<file path="config.mk">
export PLATFORM = sky130hd
export DESIGN_NAME = cr16_control_fsm
export DESIGN_NICKNAME = d
export VERILOG_FILES = /design/src/rtl/cr16_pkg.sv /design/src/rtl/cr16_control_fsm_cond_eval.sv /design/src/rtl/cr16_control_fsm.sv
export SDC_FILE = /design/constraint.sdc
export NUM_CORES = 1
export LEC_CHECK = 0
export ABC_AREA = 1
export ABC_CLOCK_PERIOD_IN_PS = 3070
export CAP_MARGIN = 20
export CORE_MARGIN = 2
export CORE_UTILIZATION = 41
export CTS_CLUSTER_DIAMETER = 60
export DETAILED_ROUTE_END_ITERATION = 10
export HOLD_SLACK_MARGIN = 0.15
export PLACE_DENSITY_LB_ADDON = 0.3
export SLEW_MARGIN = 5
export SYNTH_ARGS = -nofsm -noshare
export SYNTH_HDL_FRONTEND = slang
export SYNTH_SLANG_ARGS = --single-unit
</file>
<file path="constraint.sdc">
create_clock -name clk -period 3.07 [get_ports clk]
set_clock_uncertainty 0.15 [all_clocks]
set_input_delay 0.4605 -clock clk [delete_from_list [all_inputs] [get_ports clk]]
set_output_delay 0.4605 -clock clk [all_outputs]
set_load 0.03 [all_outputs]
</file>
<file path="src/rtl/cr16_pkg.sv">
// cr16_pkg: states, opcode/ext encodings, ALU codes, PSR bits and condition codes for cr16_control_fsm
package cr16_pkg;

  typedef enum logic [3:0] {
    FETCH, DECODE, EX_ALU, EX_SHIFT, MEM_LOAD, MEM_STORE, WB_REG, WB_LOAD, PC_UPD
  } stateT;

  localparam logic [3:0] OP_RTYPE = 4'b0000;
  localparam logic [3:0] OP_ANDI  = 4'b0001;
  localparam logic [3:0] OP_ORI   = 4'b0010;
  localparam logic [3:0] OP_XORI  = 4'b0011;
  localparam logic [3:0] OP_MEM   = 4'b0100;
  localparam logic [3:0] OP_ADDI  = 4'b0101;
  localparam logic [3:0] OP_SHIFT = 4'b1000;
  localparam logic [3:0] OP_SUBI  = 4'b1001;
  localparam logic [3:0] OP_CMPI  = 4'b1011;
  localparam logic [3:0] OP_BCOND = 4'b1100;
  localparam logic [3:0] OP_MOVI  = 4'b1101;
  localparam logic [3:0] OP_LUI   = 4'b1111;

  localparam logic [3:0] EXT_LOAD  = 4'b0000;
  localparam logic [3:0] EXT_STOR  = 4'b0100;
  localparam logic [3:0] EXT_JAL   = 4'b1000;
  localparam logic [3:0] EXT_JCOND = 4'b1100;

  localparam logic [3:0] ALU_ADD = 4'd0;
  localparam logic [3:0] ALU_SUB = 4'd1;
  localparam logic [3:0] ALU_CMP = 4'd2;
  localparam logic [3:0] ALU_AND = 4'd3;
  localparam logic [3:0] ALU_OR  = 4'd4;
  localparam logic [3:0] ALU_XOR = 4'd5;
  localparam logic [3:0] ALU_MOV = 4'd6;
  localparam logic [3:0] ALU_LUI = 4'd7;
  localparam logic [3:0] ALU_NOP = 4'd15;

  localparam int PSR_C = 0;
  localparam int PSR_L = 2;
  localparam int PSR_F = 5;
  localparam int PSR_Z = 6;
  localparam int PSR_N = 7;

  localparam logic [3:0] COND_EQ = 4'd0;
  localparam logic [3:0] COND_NE = 4'd1;
  localparam logic [3:0] COND_CS = 4'd2;
  localparam logic [3:0] COND_CC = 4'd3;
  localparam logic [3:0] COND_HI = 4'd4;
  localparam logic [3:0] COND_LS = 4'd5;
  localparam logic [3:0] COND_GT = 4'd6;
  localparam logic [3:0] COND_LE = 4'd7;
  localparam logic [3:0] COND_FS = 4'd8;
  localparam logic [3:0] COND_FC = 4'd9;
  localparam logic [3:0] COND_LO = 4'd10;
  localparam logic [3:0] COND_HS = 4'd11;
  localparam logic [3:0] COND_LT = 4'd12;
  localparam logic [3:0] COND_GE = 4'd13;
  localparam logic [3:0] COND_UC = 4'd14;

  // Immediate opcodes share their encoding with the register-form ext codes.
  function automatic logic [3:0] aluLookup(input logic [3:0] opcode, input logic [3:0] ext);
    logic [3:0] code;
    code = (opcode == OP_RTYPE) ? ext : opcode;
    case (code)
      OP_ADDI: return ALU_ADD;
      OP_SUBI: return ALU_SUB;
      OP_CMPI: return ALU_CMP;
      OP_ANDI: return ALU_AND;
      OP_ORI:  return ALU_OR;
      OP_XORI: return ALU_XOR;
      OP_MOVI: return ALU_MOV;
      OP_LUI:  return ALU_LUI;
      default: return ALU_NOP;
    endcase
  endfunction

endpackage

</file>
<file path="src/rtl/cr16_control_fsm_cond_eval.sv">
// cr16_cond_eval: combinational CR16 branch/jump condition evaluation against the PSR
module cr16_cond_eval
  import cr16_pkg::*;
(
  input  logic [3:0] cond,
  input  logic [7:0] psr,
  output logic       taken
);

  logic c, l, f, z, n, unusedPsr;

  assign {c, l, f, z, n} = {psr[PSR_C], psr[PSR_L], psr[PSR_F], psr[PSR_Z], psr[PSR_N]};
  assign unusedPsr = ^{psr[4:3], psr[1]};

  always_comb
    case (cond)
      COND_EQ: taken = z;
      COND_NE: taken = !z;
      COND_CS: taken = c;
      COND_CC: taken = !c;
      COND_HI: taken = l;
      COND_LS: taken = !l;
      COND_GT: taken = n;
      COND_LE: taken = !n;
      COND_FS: taken = f;
      COND_FC: taken = !f;
      COND_LO: taken = !l && !z;
      COND_HS: taken = l || z;
      COND_LT: taken = !n && !z;
      COND_GE: taken = n || z;
      COND_UC: taken = 1'b1;
      default: taken = 1'b0;
    endcase

endmodule

</file>
<file path="src/rtl/cr16_control_fsm.sv">
// cr16_control_fsm: multicycle fetch/decode/execute/memory/write-back sequencer for the CR16 datapath.
// Define CTRL_MEMWAIT_EN to stall FETCH, MEM_LOAD and MEM_STORE until memReady.
module cr16_control_fsm
  import cr16_pkg::*;
#(
  parameter int WIDTH   = 16,
  parameter int REGBITS = 4
) (
  input  logic               clk,
  input  logic               reset,
  input  logic [WIDTH-1:0]   instrOut,
  input  logic [7:0]         PSROut,
  input  logic               memReady,
  output logic               memWrite,
  output logic               PCEN,
  output logic               PSREN,
  output logic               nextInstruction,
  output logic               updateAddress,
  output logic               StoreReg,
  output logic               WriteData,
  output logic               regWrite,
  output logic               ZeroExtend,
  output logic               PCinstruction,
  output logic               SrcB,
  output logic               regDest,
  output logic               resultEn,
  output logic               immediateRegEN,
  output logic               jumpEN,
  output logic               BranchEN,
  output logic               jalEN,
  output logic [REGBITS-1:0] shiftAmt,
  output logic [REGBITS-1:0] shifterControl,
  output logic [REGBITS-1:0] ALUcond,
  output logic [1:0]         chooseResult
);

  stateT state;
  logic [3:0] opcode, rdest, ext, aluOp;
  logic isMem, isLoad, isStore, isJal, isJcond, isBcond, isShift, isAlu, isCmp, setsFlags;
  logic taken, memOk;

  assign opcode    = instrOut[15:12];
  assign rdest     = instrOut[11:8];
  assign ext       = instrOut[7:4];
  assign aluOp     = aluLookup(opcode, ext);
  assign isMem     = opcode == OP_MEM;
  assign isLoad    = isMem && ext == EXT_LOAD;
  assign isStore   = isMem && ext == EXT_STOR;
  assign isJal     = isMem && ext == EXT_JAL;
  assign isJcond   = isMem && ext == EXT_JCOND;
  assign isBcond   = opcode == OP_BCOND;
  assign isShift   = opcode == OP_SHIFT;
  assign isAlu     = opcode == OP_RTYPE || aluOp != ALU_NOP;
  assign isCmp     = aluOp == ALU_CMP;
  assign setsFlags = aluOp == ALU_ADD || aluOp == ALU_SUB || aluOp == ALU_CMP;

`ifdef CTRL_MEMWAIT_EN
  assign memOk = memReady;
`else
  logic unusedMemReady;
  assign unusedMemReady = memReady;
  assign memOk = 1'b1;
`endif

  cr16_cond_eval u_cond (
    .cond  (isBcond ? ext : rdest),
    .psr   (PSROut),
    .taken (taken)
  );

  always_ff @(posedge clk)
    if (!reset) state <= FETCH;
    else
      case (state)
        FETCH:     state <= memOk ? DECODE : FETCH;
        DECODE:    state <= isAlu ? EX_ALU : isShift ? EX_SHIFT : isLoad ? MEM_LOAD : isStore ? MEM_STORE : PC_UPD;
        EX_ALU:    state <= isCmp ? PC_UPD : WB_REG;
        EX_SHIFT:  state <= WB_REG;
        MEM_LOAD:  state <= memOk ? WB_LOAD : MEM_LOAD;
        MEM_STORE: state <= memOk ? PC_UPD : MEM_STORE;
        WB_REG:    state <= PC_UPD;
        WB_LOAD:   state <= PC_UPD;
        default:   state <= FETCH;
      endcase

  // Gating on reset itself keeps a mid-instruction reset from committing anything in its first cycle.
  always_comb begin
    {memWrite, PCEN, PSREN, nextInstruction, updateAddress, StoreReg, WriteData, regWrite,
     ZeroExtend, PCinstruction, SrcB, regDest, resultEn, immediateRegEN, jumpEN, BranchEN, jalEN} = '0;
    shiftAmt       = '0;
    shifterControl = '0;
    ALUcond        = '0;
    chooseResult   = 2'd0;
    if (reset)
      case (state)
        FETCH: begin
          updateAddress   = 1'b1;
          nextInstruction = 1'b1;
        end
        DECODE: begin
          immediateRegEN = 1'b1;
          ZeroExtend     = opcode == OP_ANDI || opcode == OP_ORI || opcode == OP_XORI;
          regDest        = isBcond || isJcond || isJal;
        end
        EX_ALU: begin
          resultEn     = 1'b1;
          chooseResult = 2'd1;
          SrcB         = opcode == OP_RTYPE;
          ALUcond      = aluOp;
          PSREN        = setsFlags;
        end
        EX_SHIFT: begin
          resultEn       = 1'b1;
          shifterControl = ext;
          shiftAmt       = instrOut[3:0];
        end
        MEM_STORE: begin
          StoreReg = 1'b1;
          memWrite = 1'b1;
        end
        WB_REG: begin
          WriteData = 1'b1;
          regWrite  = 1'b1;
        end
        WB_LOAD: regWrite = 1'b1;
        PC_UPD: begin
          PCEN          = 1'b1;
          BranchEN      = isBcond && taken;
          PCinstruction = isBcond && taken;
          jumpEN        = isJcond && taken;
          jalEN         = isJal;
          regWrite      = isJal;
          regDest       = isJal;
          chooseResult  = isJal ? 2'd3 : 2'd0;
        end
        default: ;
      endcase
  end

endmodule
</file>
==> results.sh <==
export IMPL_ir_drop_uv=416
export IMPL_cts_tree="done"
export IMPL_grt_pass1_wl_um=4840
export IMPL_vias=1436
export IMPL_num_rows=17
export IMPL_fp_coreArea_um2=2230
export IMPL_crit_path_end_kind="primary output"
export IMPL_critPathKind="in -> out"
export IMPL_p_leak_uw=0.000847
export IMPL_numCtsBuffers=3
export IMPL_cts_hold_buffers=0
export IMPL_cp_max_fo=7
export IMPL_reg2reg_slack_ns=1.59
export IMPL_n_antenna_cell=0
export IMPL_synth_cell_types=21
export IMPL_cp_num_buf_inv=2
export IMPL_io_buffers=53
export IMPL_via_per_inst=4.95
export IMPL_dpl_instance_area_um2=1540
export IMPL_synthCells=201
export IMPL_hp_class="reg -> reg"
export IMPL_grt_usage_pct=22.2
export IMPL_max_slew_margin_rel_pct=78.1
export IMPL_hpwl_um=2550
export IMPL_place_congestion=0.876
export IMPL_drc=0
export IMPL_grt_overflow=0
export IMPL_start_kind="primary input"
export IMPL_cp_cell_sequence="clkdlybuf4s50_1 > nor2_4 > nand2_4 > nand2_1 > nand2_4 > nor2_1 > nand2_1 > o21ai_1 > nand3_1 > nand3_1 > nor2_2 > nor2_2 > buf_4"
export IMPL_ys_seq_area_share_pct=8.22
export IMPL_clock_fmax_mhz=343
export IMPL_cts_setup_buffers=0
export IMPL_crit_required_ns=2.46
export IMPL_setup_viol=0
export IMPL_grt_pass1_vias=1199
export IMPL_status="finished clean"
export IMPL_routed_wl_um=3260
export IMPL_reg_top3="state x4"
export IMPL_ys_warn_count=0
export IMPL_clockBufferDepth=2
export IMPL_ioPinCount=58
export IMPL_die_area_um2=2780
export IMPL_finish_net_count=291
export IMPL_slowest_stage="clkdlybuf4s50_1"
export IMPL_syn_cell_area_um2=975
export IMPL_largest_reg_flops=4
export IMPL_grt_max_degree=10
export IMPL_hold_viol=0
export IMPL_worst_pin_slew_ns=0.328
export IMPL_insertion_delay_ns=0.23
export IMPL_synth_seq_cells=4
export IMPL_clock_sinks=4
export IMPL_max_stage_delay_ns=0.49
export IMPL_worstPathArrival_ns=2.30
export IMPL_dr_pass1_iters=4
export IMPL_ant_nets=0
export IMPL_clockRootBuffer="clkbuf_4"
export IMPL_die_height_um=52.8
export IMPL_drv_cap=0
export IMPL_drv_slew=0
export IMPL_yosys_area_top_type_share_pct=18.9
export IMPL_layout_min_cycle_time_ns=2.91
export IMPL_tns_ns=0
export IMPL_htree_levels=1
export IMPL_synth_nets=228
export IMPL_final_area_um2=1610
export IMPL_start_util_pct=43.6
export IMPL_regMostFlops="state"
export IMPL_synth_avg_cell_area_um2=4.85
export IMPL_period_share_pct=94.9
export IMPL_wl_per_cell_um=11.2
export IMPL_area_delta_synth_final_pct=64.8
export IMPL_dieWidth_um=52.8
export IMPL_path_clk_slew_ns=0.04
export IMPL_drt_iter0_drc=56
export IMPL_yosys_top_cells_area="nand2_1, nor2_1, inv_1"
export IMPL_antenna_found_initial=0
export IMPL_path_delay_family="simple AND/OR/NAND/NOR gates"
export IMPL_post_route_cells_drive_above_1_share_pct=16.0
export IMPL_power_density_nw_per_um2=396
export IMPL_synth_top_cell_by_area="nand2_1"
-- cells by family after synthesis --
family | Yosys count | share of synthesized area [%]
AOI/OAI and AO/OA | 20 | 12.5
buffers and inverters | 42 | 17.8
DFF | 4 | 8.22
and+or+nand+nor | 135 | 61.5
-- synthesized netlist by cell type (all sizes together) --
| cell type | instances |
|---|---|
| o22ai | 3 |
| a31oi | 1 |
| inv | 37 |
| nand4 | 5 |
| nor2 | 44 |
| clkinv | 1 |
| o31ai | 1 |
| nor4 | 3 |
| nand2 | 55 |
| o21ai | 7 |
| a21oi | 8 |
| nand3 | 22 |
| buf | 4 |
| dfxtp | 4 |
| nor3 | 6 |
-- worst paths after layout --
kind,from,end,depth (start not counted)
hold reg to reg,state[3],state[0],3
setup / recovery,instrOut[13],PCinstruction,13
setup reg to reg,state[2],state[0],7
hold / removal,state[3],state[0],3
-- metal layers --
metal  vias up  wire length (um)  track usage (%)  share of wire (%)
met5         -                 0                0                  0
met4         0                19             3.42               0.58
met3         2               138            0.571                4.2
met2        40              1700             42.5                 52
met1       629              1400             27.5                 43
li1        765                 -                -                  -
-- per-stage QoR --
stage / total power, uW / hold WS [ns] / std cells / util (%) / setup WS, ns
6_report: 636 / 0.411 / 290 / 71.9 / 0.157
3_3_place_gp: 560 / 0.403 / 286 / 69.1 / 0.0541
2_1_floorplan: 403 / 0.366 / 201 / - / 0.204
5_1_grt: 682 / 0.499 / 290 / 71.9 / -0.0188
4_1_cts: 631 / 0.417 / 289 / 70.1 / 0.0352
3_5_place_dp: 561 / 0.401 / 286 / 69.1 / 0.0446
-- what timing repair did --
action / in CTS / in global routing
endpoints found under the hold margin: 0 / 0
resized for setup: 0 / 8
setup endpoints to repair: 0 / 9
-- cells in the final DEF, fill, tap and decap left out, types with 2 or more instances in the layout --
cell type        count
inv_1               37
dfxtp_1              4
nor2_2               3
nand3_1             22
nand2_1             49
nand4_1              5
o21ai_2              2
o21ai_0              3
a21oi_1              8
nand2_2              4
clkdlybuf4s50_1     38
clkbuf_4             3
o22ai_1              3
dlymetal6s2s_1       2
nor4_1               2
nor2_1              39
nor2_4               3
o21ai_1              2
nand2_4              2
nor3_1               6
buf_4               21
-- power breakdown --
group          total (uW)  leakage [uW]  switching [uW]  internal (uW)
clock                61.8     0.0000138            18.3           43.5
combinational         475      0.000801             300            175
sequential           99.7     0.0000329            24.3           75.4
total                 636      0.000847             342            294
-- layout make-up --
cell class                 count  area, um2
clock buffer                   3       22.5
fill                         203        627
inverter                      38        144
multi-input combinational    156        762
sequential                     4       80.1
tap                           28       35.0
timing repair buffer          61        563
-- worst min-delay path: stages, from the launching register on --
cell	delay [ns]
dfxtp_1	0.33
nor2_1	0.06
o21ai_0	0.08
inv_1	0.04
No activity file was read; power rests on OpenSTA's default activity.
==> RTL change 1, RTL diff (config.mk and constraints unchanged) <==
Add a define of `CTRL_MEMWAIT_EN`.
--- a/src/rtl/cr16_control_fsm.sv
+++ b/src/rtl/cr16_control_fsm.sv
@@ -1,5 +1,7 @@
 // cr16_control_fsm: multicycle fetch/decode/execute/memory/write-back sequencer for the CR16 datapath.
 // Define CTRL_MEMWAIT_EN to stall FETCH, MEM_LOAD and MEM_STORE until memReady.
+`define CTRL_MEMWAIT_EN
+
 module cr16_control_fsm
   import cr16_pkg::*;
 #(
Check against the original RTL: not equivalent (Yosys sat finds a counterexample within 4 cycles, from zero or initial values and one cycle with reset low).
==> RTL change 1 against the unedited design <==
Setup slack worse by 55 ps; clock power up 3%; routed wire length increased by 0.37%; worst hold slack better by 140 ps; critical path type unchanged; area after synthesis increased by 10%; final area grew 5.1%; power decreased by 42%; sequential cell count did not move; combinational power fell by 50%.
==> RTL change 1: results (changes against the unedited design) <==
| Metric | Value |
|---|---|
| Status | finished, final reports clean |
| Ranking of synthesized cells by area | nand2_1 (17%), nor2_1 (14%), inv_1 (14%), nand3_1 (12%), dfxtp_1 (7.5%) |
| Share of cells above drive strength 1 | 17.9% (+1.9 points) |
| Met3 global-route usage | 0.538% (-0.034 points) |
| Cells after DPL | 294 (+2.8%) |
| GR met2 Demand/Resource | 36.3% (-6.2 points) |
| Hpwl dp | 2560 um (+0.53%) |
| Largest net degree at the start of global routing | 11 (+1) |
| Global-route wire length before repair | 4700 um (-2.9%) |
| Syn_nets | 237 (+3.9%) |
| Nets@finish | 297 (+2.1%) |
| WHS | 547 ps (+136 ps) |
| Crit path launch | instrOut[12] |
| Pleak | 0.852 nW (+0.60%) |
| I/O Buffers | 54 (+1.9%) |
| Pre-CTS WS | 81.8 ps (+37.2 ps) |
| Routed WL | 3270 um (+0.37%) |
| H-tree Lvls | 1 (unchanged) |
| Netlist cell types | 30 (+43%) |
| Final setup margin | 102 ps (-55.0 ps) |
| Worst slew pin tran | 336 ps (+7.84 ps) |
| Critical path arrival | 2360 ps (+60 ps) |
| Area after DPL | 1610 um^2 (+4.5%) |
| Top cells by count, synth | nand2_1 (49), nor2_1 (40), inv_1 (39) |
| Post-synth ARST share | 0% (unchanged) |
| Detailed-route via count | 1443 (+0.49%) |
| CP Max Fanout | 8 (+1) |
| GRT Util Overall | 20.5% (-1.7 points) |
| Cell count after synthesis | 210 (+4.5%) |
| Initial DRC count | 48 (-14%) |
| Synth Area in Compound Gates | 12.3% (-0.20 points) |
| Multiplexer share of the synthesized area | 0% (unchanged) |
| M1 GR Usage | 26.9% (-0.64 points) |
| Register area share after synthesis | 7.47% (-0.75 points) |
| Fill cell count | 232 (+14%) |
| Multi-input combinational cell area | 838 um^2 (+10%) |
| Vias in the first global route | 1164 (-2.9%) |
| Maximum vdd ir drop | 256 uV (-38%) |
| Worst path max stage delay | 460 ps (-30 ps) |
## RTL change 1: worst paths after layout
check,to
worst max register to register,state[0]
worst min-delay path,state[0]
worst max-delay path,jumpEN
worst min register to register,state[0]
## RTL change 1: what timing repair did
action                                  in CTS  in global routing
resized for setup                            0                 11
buffers inserted                             0                  1
endpoints found under the hold margin        0                  0
endpoints found under the setup margin       0                  8
hold buffers                                 0                  0
## RTL change 1: cells by family (layout without fill, tap and decap cells)
family	after synthesis	count (layout)
AND/OR/NAND/NOR	139	139
buffers and inverters	47	105
AO/OA/AOI/OAI	20	20
flip-flops	4	4
## RTL change 1: power by group
group | total, mW | internal [mW] | switching, mW
Combinational | 0.238 | 0.0945 | 0.143
Clock | 0.0635 | 0.0436 | 0.0199
Sequential | 0.0670 | 0.0589 | 0.00808
## RTL change 1: area by class of cell
type	instances	share of cell area, %
multi-input combinational	159	49.6
sequential	4	4.74
clock buffer	3	1.33
tap	30	2.22
inverter	43	9.63
timing repair buffer	59	32.4
## RTL change 1: worst reg2reg max path, stage by stage, from the launching register on
cell and delay, ps:
dfxtp_1 340, nor2_1 150, inv_1 70, nor3_1 260
inv_1 120, o22ai_1 180, o21ai_0 100, inv_1 60
## RTL change 1: layer usage
metal  wire length [um]  vias up
met5                  0        -
met4                 18        0
met3                158        2
met2               1640       39
met1               1450      631
li1                   -      771
==> RTL change 2, RTL diff (same flow settings) <==
Without the edit above. Reset style: asynchronous (`reset`), changed in one clocked block.
--- a/src/rtl/cr16_control_fsm.sv
+++ b/src/rtl/cr16_control_fsm.sv
@@ -68,7 +68,7 @@
     .taken (taken)
   );
 
-  always_ff @(posedge clk)
+  always_ff @(posedge clk or negedge reset)
     if (!reset) state <= FETCH;
     else
       case (state)
Formal check against the unedited RTL: no difference found for any inputs over 10 cycles, from zero or initial values and one cycle with reset low; that may be too few to reach the edited logic, so the function may still have changed.
==> RTL change 2 against the unedited design <==
Sequential cell count unchanged; cell count down 3.4%; die area down 0.23%; routed wire length down 13%; combinational power down 11%; global-route usage down 2.8 points; power down 7.6%; critical path depth down 7; fmax up 1.8%; area after synthesis down 0.26%; setup slack better by 53 ps; final area down 3.8%; highest routed layer is now met3.
==> RTL change 2: results (changes against the unedited design) <==
| Metric | Value |
|---|---|
| Cell count after synthesis | 193 (-4.0%) |
| HP Start | state[3] |
| Cells after DPL | 273 (-4.5%) |
| Ranking of synthesized cells by area | nand2_1 (20%), inv_1 (13%), nor2_1 (13%), nand3_1 (13%), dfrtp_1 (10%) |
| Max cap viols | 0 (unchanged) |
| M1 GR Usage | 26.5% (-0.96 points) |
| Post-synth ARST share | 100% (+100 points) |
| Initial DRC count | 51 (-8.9%) |
| GR met2 Demand/Resource | 34.0% (-8.5 points) |
| Share of cells above drive strength 1 | 19.0% (+3.0 points) |
| Critical path arrival | 2250 ps (-50 ps) |
| Area after DPL | 1480 um^2 (-4.4%) |
| Met1 wire length | 1270 um (-9.2%) |
| Detailed-route via count | 1388 (-3.3%) |
| Routed WL | 2820 um (-13%) |
| Crit path launch | reset |
| Metal2 WL | 1400 um (-18%) |
| H-tree Lvls | 1 (unchanged) |
| CP Max Fanout | 3 (-4) |
| Hold Crit Class | flip-flop to flip-flop |
| Final cell count without fillers | 280 (-3.4%) |
| DR top layer | met3 |
| Netlist cell types | 24 (+14%) |
| Hpwl dp | 2330 um (-8.6%) |
| Global-route wire length before repair | 4240 um (-12%) |
| GRT Util Overall | 19.4% (-2.8 points) |
| Syn_nets | 220 (-3.5%) |
| Pleak | 0.879 nW (+3.8%) |
| Vias in the first global route | 1072 (-11%) |
| Top cells by count, synth | nand2_1 (53), inv_1 (34), nor2_1 (34) |
| Met3 global-route usage | 0.857% (+0.29 points) |
| Top_reg_cell synth | dfrtp_1 |
| Clock latency at the later pin of the worst-skew pair | approximately 220 ps |
| Maximum vdd ir drop | 579 uV (+39%) |
| Register area share after synthesis | 10.3% (+2.1 points) |
| CTS Root Cell | clkbuf_4 |
| Worst path max stage delay | 740 ps (+250 ps) |
| Ys Warns | 0 (unchanged) |
| Worst r2r src | state[2] |
| Crit-path leading delay family | buffers and inverters |
| Status | finished, final reports clean |
| Slew HR | 79.1% (+0.98 points) |
| WL met3 | 158 um (+14%) |
| Largest net degree at the start of global routing | 14 (+4) |
| Pre-CTS WS | 35.8 ps (-8.80 ps) |
| GPL Wtd Cong | 0.910 (+3.9%) |
-- RTL change 2: cell types whose count changed after synthesis, sizes merged, moves of 2 or more --
cell / change
nand3: +3
o22ai: -3
nand4: -4
dfxtp: -4
inv: -2
nand2: +5
a21oi: -4
nor2: -7
a211oi: +3
dfrtp: +4
-- RTL change 2: layout make-up --
type	instances	area, um^2
clock buffers	3	22.5
well taps	28	35.0
inverters	35	131
fillers	210	688
flip-flops and latches	4	100
repair buffers	59	531
multi-input cells	151	726
-- RTL change 2: worst reg2reg max path, delay by kind of cell, from the launching register on --
kind	cells	cell delay, ps
buf+inv	1	150
simple gates	2	140
flops	1	410
compound gates	2	450
-- RTL change 2: kinds of logic (layout without fill, tap and decap cells) --
logic type / after synthesis / count (layout) / synth area share [%]
and+or+nand+nor: 133 / 134 / 62.2
buffers and inverters: 39 / 97 / 17.0
AOI/OAI and AO/OA: 17 / 17 / 10.6
DFF: 4 / 4 / 10.3
-- RTL change 2: path summary, 6_finish.rpt --
check                                   to  slack [ps]  cells after the start
worst max-delay path            ZeroExtend         210                      6
worst min-delay path              state[0]         330                      1
worst max register to register    state[2]        1640                      5
worst min register to register    state[0]         330                      1
max in group asynchronous         state[1]        2250                      2
min in group asynchronous         state[2]         420                      2
-- RTL change 2: timing repair --
| action | 4_1_cts | 5_1_grt |
|---|---|---|
| resized for setup | 0 | 6 |
| setup buffers | 0 | 3 |
| setup endpoints to repair | 0 | 5 |
-- RTL change 2: power breakdown --
group	leakage [nW]	internal [mW]	switching, mW
sequential	0.0510	0.0762	0.0264
combinational	0.814	0.155	0.270
clock	0.0138	0.0434	0.0168
